`config.mk`:
```
export PLATFORM = sky130hd
export DESIGN_NAME = alu_exec_unit
export DESIGN_NICKNAME = d
export VERILOG_FILES = /design/src/rtl/alu_exec_unit.sv
export SDC_FILE = /design/constraint.sdc
export NUM_CORES = 2
export LEC_CHECK = 0
export ABC_AREA = 0
export CAP_MARGIN = 20
export CORE_MARGIN = 1.5
export CORE_UTILIZATION = 35
export DETAILED_ROUTE_END_ITERATION = 8
export REMOVE_ABC_BUFFERS = 1
export SLEW_MARGIN = 20
export SYNTH_ARGS = -nofsm -noshare
export SYNTH_HDL_FRONTEND = slang
export SYNTH_SLANG_ARGS = --single-unit
```
`constraint.sdc`:
```
create_clock -name clk -period 22.5 [get_ports clk]
set_clock_uncertainty 0.05 [all_clocks]
set_input_delay 3.375 -clock clk [delete_from_list [all_inputs] [get_ports clk]]
set_output_delay 3.375 -clock clk [all_outputs]
set_load 0.01 [all_outputs]
```
`src/rtl/alu_exec_unit.sv`:
```
// alu_exec_unit: single-cycle ALU plus a 32-cycle shift-add multiplier with hi/lo accumulation
module alu_exec_unit (
  input  logic        clk,
  input  logic        rst,
  input  logic        start,
  input  logic [3:0]  alu_control,
  input  logic [31:0] a,
  input  logic [31:0] b,
  input  logic [4:0]  shamt,
  output logic        busy,
  output logic        done,
  output logic [31:0] result,
  output logic        zero,
  output logic        overflow,
  output logic [31:0] hi,
  output logic [31:0] lo
);
  typedef enum logic {IDLE, MULT} state_t;
  state_t state, state_n;
  logic [3:0]  op;
  logic [63:0] mcand, prod, pacc, pfin, hl;
  logic [31:0] mplier, alu_r, sum, dif, ma, mb, mres;
  logic [5:0]  cnt;
  logic        neg, accept, is_mul, sgn, last, alu_v;
  assign busy   = state == MULT;
  assign accept = start && state == IDLE;
  assign is_mul = alu_control[3] && !alu_control[2] && alu_control[1:0] != 2'b11;
  assign last   = state == MULT && cnt == 6'd31;
  assign sum    = a + b;
  assign dif    = a - b;
  assign sgn    = alu_control != 4'b1001;
  assign ma     = sgn && a[31] ? -a : a;
  assign mb     = sgn && b[31] ? -b : b;
  assign pacc   = prod + (mplier[0] ? mcand : 64'd0);
  assign pfin   = neg ? -pacc : pacc;
  assign hl     = {hi, lo} + pfin;
  assign mres   = op == 4'b1010 ? pfin[31:0] : hl[31:0];
  always_comb begin
    alu_r = 32'd0;
    alu_v = 1'b0;
    case (alu_control)
      4'b0000: alu_r = a & b;
      4'b0001: alu_r = a | b;
      4'b0010: begin
        alu_r = sum;
        alu_v = a[31] == b[31] && sum[31] != a[31];
      end
      4'b0110: begin
        alu_r = dif;
        alu_v = a[31] != b[31] && dif[31] != a[31];
      end
      4'b1100: alu_r = ~a;
      4'b1101: alu_r = a ^ b;
      4'b1110: alu_r = b << shamt;
      4'b1111: alu_r = b >> shamt;
      default: alu_r = 32'd0;
    endcase
  end
  always_comb state_n = state == IDLE ? (accept && is_mul ? MULT : IDLE) : (last ? IDLE : MULT);
  always_ff @(posedge clk or posedge rst)
    if (rst) state <= IDLE;
    else state <= state_n;
  always_ff @(posedge clk or posedge rst) begin
    if (rst) begin
      op       <= 4'd0;
      mcand    <= 64'd0;
      mplier   <= 32'd0;
      prod     <= 64'd0;
      neg      <= 1'b0;
      cnt      <= 6'd0;
      done     <= 1'b0;
      result   <= 32'd0;
      zero     <= 1'b0;
      overflow <= 1'b0;
      hi       <= 32'd0;
      lo       <= 32'd0;
    end else begin
      done <= 1'b0;
      if (accept && is_mul) begin
        op     <= alu_control;
        mcand  <= {32'd0, ma};
        mplier <= mb;
        prod   <= 64'd0;
        neg    <= sgn && (a[31] ^ b[31]);
        cnt    <= 6'd0;
      end else if (accept) begin
        done     <= 1'b1;
        result   <= alu_r;
        zero     <= alu_r == 32'd0;
        overflow <= alu_v;
      end else if (state == MULT) begin
        prod   <= pacc;
        mcand  <= mcand << 1;
        mplier <= mplier >> 1;
        cnt    <= last ? 6'd0 : cnt + 6'd1;
        if (last) begin
          done     <= 1'b1;
          result   <= mres;
          zero     <= mres == 32'd0;
          overflow <= 1'b0;
          if (op != 4'b1010) {hi, lo} <= hl;
        end
      end
    end
  end
endmodule

```
==> impl_metrics.csv <==
group,metric,value,unit
global_route,grt_util_overall,26.79,%
timing,post_route_clock_period_utilization,39.39,%
placement,dp.final_hpwl,95.82,mm
timing,setup_tns,0,ns
timing,fin_crit,8.863,ns
critical_path,worst-endpoint-arrival,9.24,ns
critical_path,cp-startpoint,"mplier[0]",
global_route,gr-total-overflow,0,
worst_hold_path,hold_path_depth,2,
floorplan,core-area,86480,µm²
run,timing.max_cap.violations,0,
power,p_seq_share,18.0,%
power,power.leakage,14.70,nW
worst_hold_path,hold_end,"result[12]",
logic_synthesis,syn_area,30450,µm²
power,clock_network_fraction_of_total_power,13.6,%
cells_and_area,drive_gt1_share,7.082,%
critical_path,reg2regPathDepth,29,
routing,viasPerCell,5.972,
timing,max_fclk,112.8,MHz
floorplan,fp-row-count,108,
clocking,cts_inserted_buffers,38,
critical_path,timing.critical_path.required,22.88,ns
timing,hold_viol_final,0,
timing,rsz_0062_raised_after_global_routing,"no",
logic_synthesis,synthArstFlopShare,100.0,%
critical_path,critPathSlowestCell,"nor4b_1",
power,max-vdd-ir-drop,89.31,µV
global_route,antenna_violations_before_repair,3,
logic_synthesis,warnings_from_yosys,0,
cells_and_area,final-instance-count-excl-fill,5139,
routing,drc_errors,0,
power,power.internal,2.338,mW
power,netSwitchingFraction,51.37,%
clocking,clock_sink_count,271,
cells_and_area,areaGrowthSynthToFinish,13.34,%
global_route,grt_first_pass_wirelength,184.4,mm
logic_synthesis,yosysTopAreaCellShare,22.27,%
logic_synthesis,synth_area_leader_cell,"dfrtp_1",
floorplan,die_height,298.0,µm
critical_path,crit_path_end_kind,"flip-flop",
power,power.share.combinational,68.4,%
worst_hold_path,min_path_type,"reg -> reg",
timing,worst_pin_slew,1.132,ns
critical_path,worst-path-max-fanout,64,
routing,vias,30690,
placement,dp.cells,5073,
worst_hold_path,min-delay-start,"result[12]",
logic_synthesis,synth-seq-cells,271,
logic_synthesis,netlist_instances,3939,
timing,slew_viol_final,0,
floorplan,io_pins,176,
timing,setup_viol,0,
global_route,grt_start_max_net_pins,102,
cells_and_area,final_nets,4265,
clocking,tritoncts_clock_tree,"done",
cells_and_area,fillers,9052,
placement,gpl.final_weighted_congestion,1.001,
cells_and_area,multi_input_area,22290,µm²
clocking,hold_buffers,0,
logic_synthesis,synth.yosys.seq_area_share,22.27,%
critical_path,critPathKind,"reg -> reg",
clocking,clockRootBuffer,"clkbuf_16",
critical_path,timing.reg2reg.setup_slack,13.64,ns
logic_synthesis,post_synth.cell_area_avg,7.731,µm²
critical_path,path_delay_family,"compound AO/OA/AOI/OAI gates",
clocking,cts_repair_resize_count,0,
routing,first_iter_violations,2720,
critical_path,critPathLaunchType,"flip-flop",
cells_and_area,register_area,6787,µm²
logic_synthesis,dominantRegCellSynth,"dfrtp_1",
critical_path,worst_r2r_endpoint,"hi[21]",
floorplan,fp.dieW,298.0,µm
power,power.switching,2.470,mW
logic_synthesis,synth_edf_count,0,
critical_path,worst_path_largest_cell_delay,0.75,ns
run_status,status,"completed",
clocking,worstSkewPairLatency,0.62,ns
routing,drt_pass1_iterations,6,
routing,routed_wire_length_per_instance,23.89,µm
power,power_density,139.3,nW/µm²
routing,detail_route.wirelength,122.8,mm
routing,drtAntennaViolNets,0,
critical_path,path_common_cell,"o21ai_0",
clocking,post-cts-setup-buffer-count,0,
timing,relSlewSlack,23.57,%
floorplan,initial_utilization,35.21,%
clocking,clk_path_buf_depth,3,
floorplan,die_area,88790,µm²
logic_synthesis,synth.area.top_cells,"dfrtp_1 (22%), ha_1 (9.3%), o21ai_0 (6.7%)",
clocking,clock_tree.htree_level_count,2,
clocking,path_clk_slew,0.07,ns
global_route,first_global_vias,29260,
critical_path,r2r-start,"mplier[0]",
placement,port-buffer-count,175,
critical_path,crit_buf_inv,1,
logic_synthesis,post_synth_num_cell_types,89,
[cell type report]
class                           instances  share of cell area [%]
Antenna cell                            2                 0.01450
Timing Repair Buffer                  227                   6.151
Sequential cell                       271                   19.66
Tap cell                             1155                   4.187
Multi-Input combinational cell       3271                   64.56
Clock buffer                           52                   3.230
Inverter                              149                   1.642
Clock inverter                         12                  0.5510
[logic make-up after synthesis]
logic type	Yosys count	share of synthesized area (%)
AO/OA/AOI/OAI	1248	25.88
XOR/XNOR	241	6.931
adder cells (fa/ha/maj)	231	9.589
buffers and inverters	397	4.905
flip-flops	271	22.27
multiplexers	235	10.38
AND/OR/NAND/NOR	1316	20.05
[worst reg2reg max path: cells and delay by family (launching register included)]
family                     cells  cell delay (ns)
adders and majority gates      3             1.07
xor gates and xnor gates       3             0.43
and+or+nand+nor                8             2.46
AOI/OAI and AO/OA             14             3.99
buffers and inverters          1             0.31
DFF                            1             0.38
[worst max path at each step]
stage	endpoint	slack (ns)	cells past startpoint
2_1_floorplan	busy	11.61	1
6_report	hi[21]	13.64	29
4_1_cts	hi[21]	13.71	29
3_5_place_dp	zero	13.63	16
5_1_grt	hi[21]	12.96	29
3_3_place_gp	zero	13.68	16
[Yosys cell counts (55+ instances only)]
cell / number
nand2_1: 540
o21ai_0: 407
nor2_1: 292
a21oi_1: 288
dfrtp_1: 271
ha_1: 227
clkbuf_1: 225
xnor2_1: 186
inv_1: 146
mux2i_1: 129
and2_1: 88
nor3_1: 83
a21o_1: 78
nand3_1: 61
mux4_2: 60
xor2_1: 55
[routing by layer]
layer	wire [µm]	track usage [%]	vias to the layer above
li1	-	-	14400
met1	51320	34.61	14800
met2	58030	44.92	1262
met3	8016	3.413	229
met4	5410	11.19	2
met5	10	0	-
[stage by stage]
| stage | area (µm²) | util [%] | setup WS (ns) | total power [mW] | hold WS [ns] |
|---|---|---|---|---|---|
| after CTS | 34510 | 39.90 | 13.71 | 4.793 | 0.4192 |
| after floorplan | 29520 | - | 11.61 | 3.009 | 0.3990 |
| after global routing | 34510 | 39.91 | 12.96 | 5.157 | 0.4388 |
| after detailed placement | 33200 | 38.39 | 13.63 | 4.113 | 0.4094 |
| final | 34520 | 39.91 | 13.64 | 4.808 | 0.4155 |
| after global placement | 33200 | 38.39 | 13.68 | 4.101 | 0.4042 |
[power groups by stage]
stage / Sequential [mW] / Clock (mW) / Combinational (mW)
floorplan: 0.854 / 0 / 2.16
global placement: 0.870 / 0 / 3.23
detailed placement: 0.869 / 0 / 3.24
CTS: 0.864 / 0.668 / 3.26
global route: 0.887 / 0.685 / 3.59
finish: 0.864 / 0.654 / 3.29
[registers in the layout (all words and copies together), names as in the netlist, 4 cells and up]
| name | count |
|---|---|
| mcand | 64 |
| prod | 64 |
| hi | 32 |
| lo | 32 |
| mplier | 32 |
| result | 32 |
| cnt | 6 |
| op | 4 |
[cell usage in the layout (no fill, tap or decap), drive strengths merged, types with 29 or more instances in the layout]
cell and n:
o21bai 37, clkdlybuf4s50 171, a21oi 289, o211ai 30
nor4 38, and2 88, xnor2 186, mux2 46
mux4 60, o21ai 417, or3 29, and3 31
o31ai 35, a211oi 39, a22o 33, mux2i 129
nand4 46, nand2 540, nor2 292, buf 56
nor3 83, nand3 61, ha 227, clkbuf 52
o22ai 38, a31oi 36, xor2 55, inv 149
a21o 78, dfrtp 271
No activity file was read; power rests on OpenSTA's default activity.
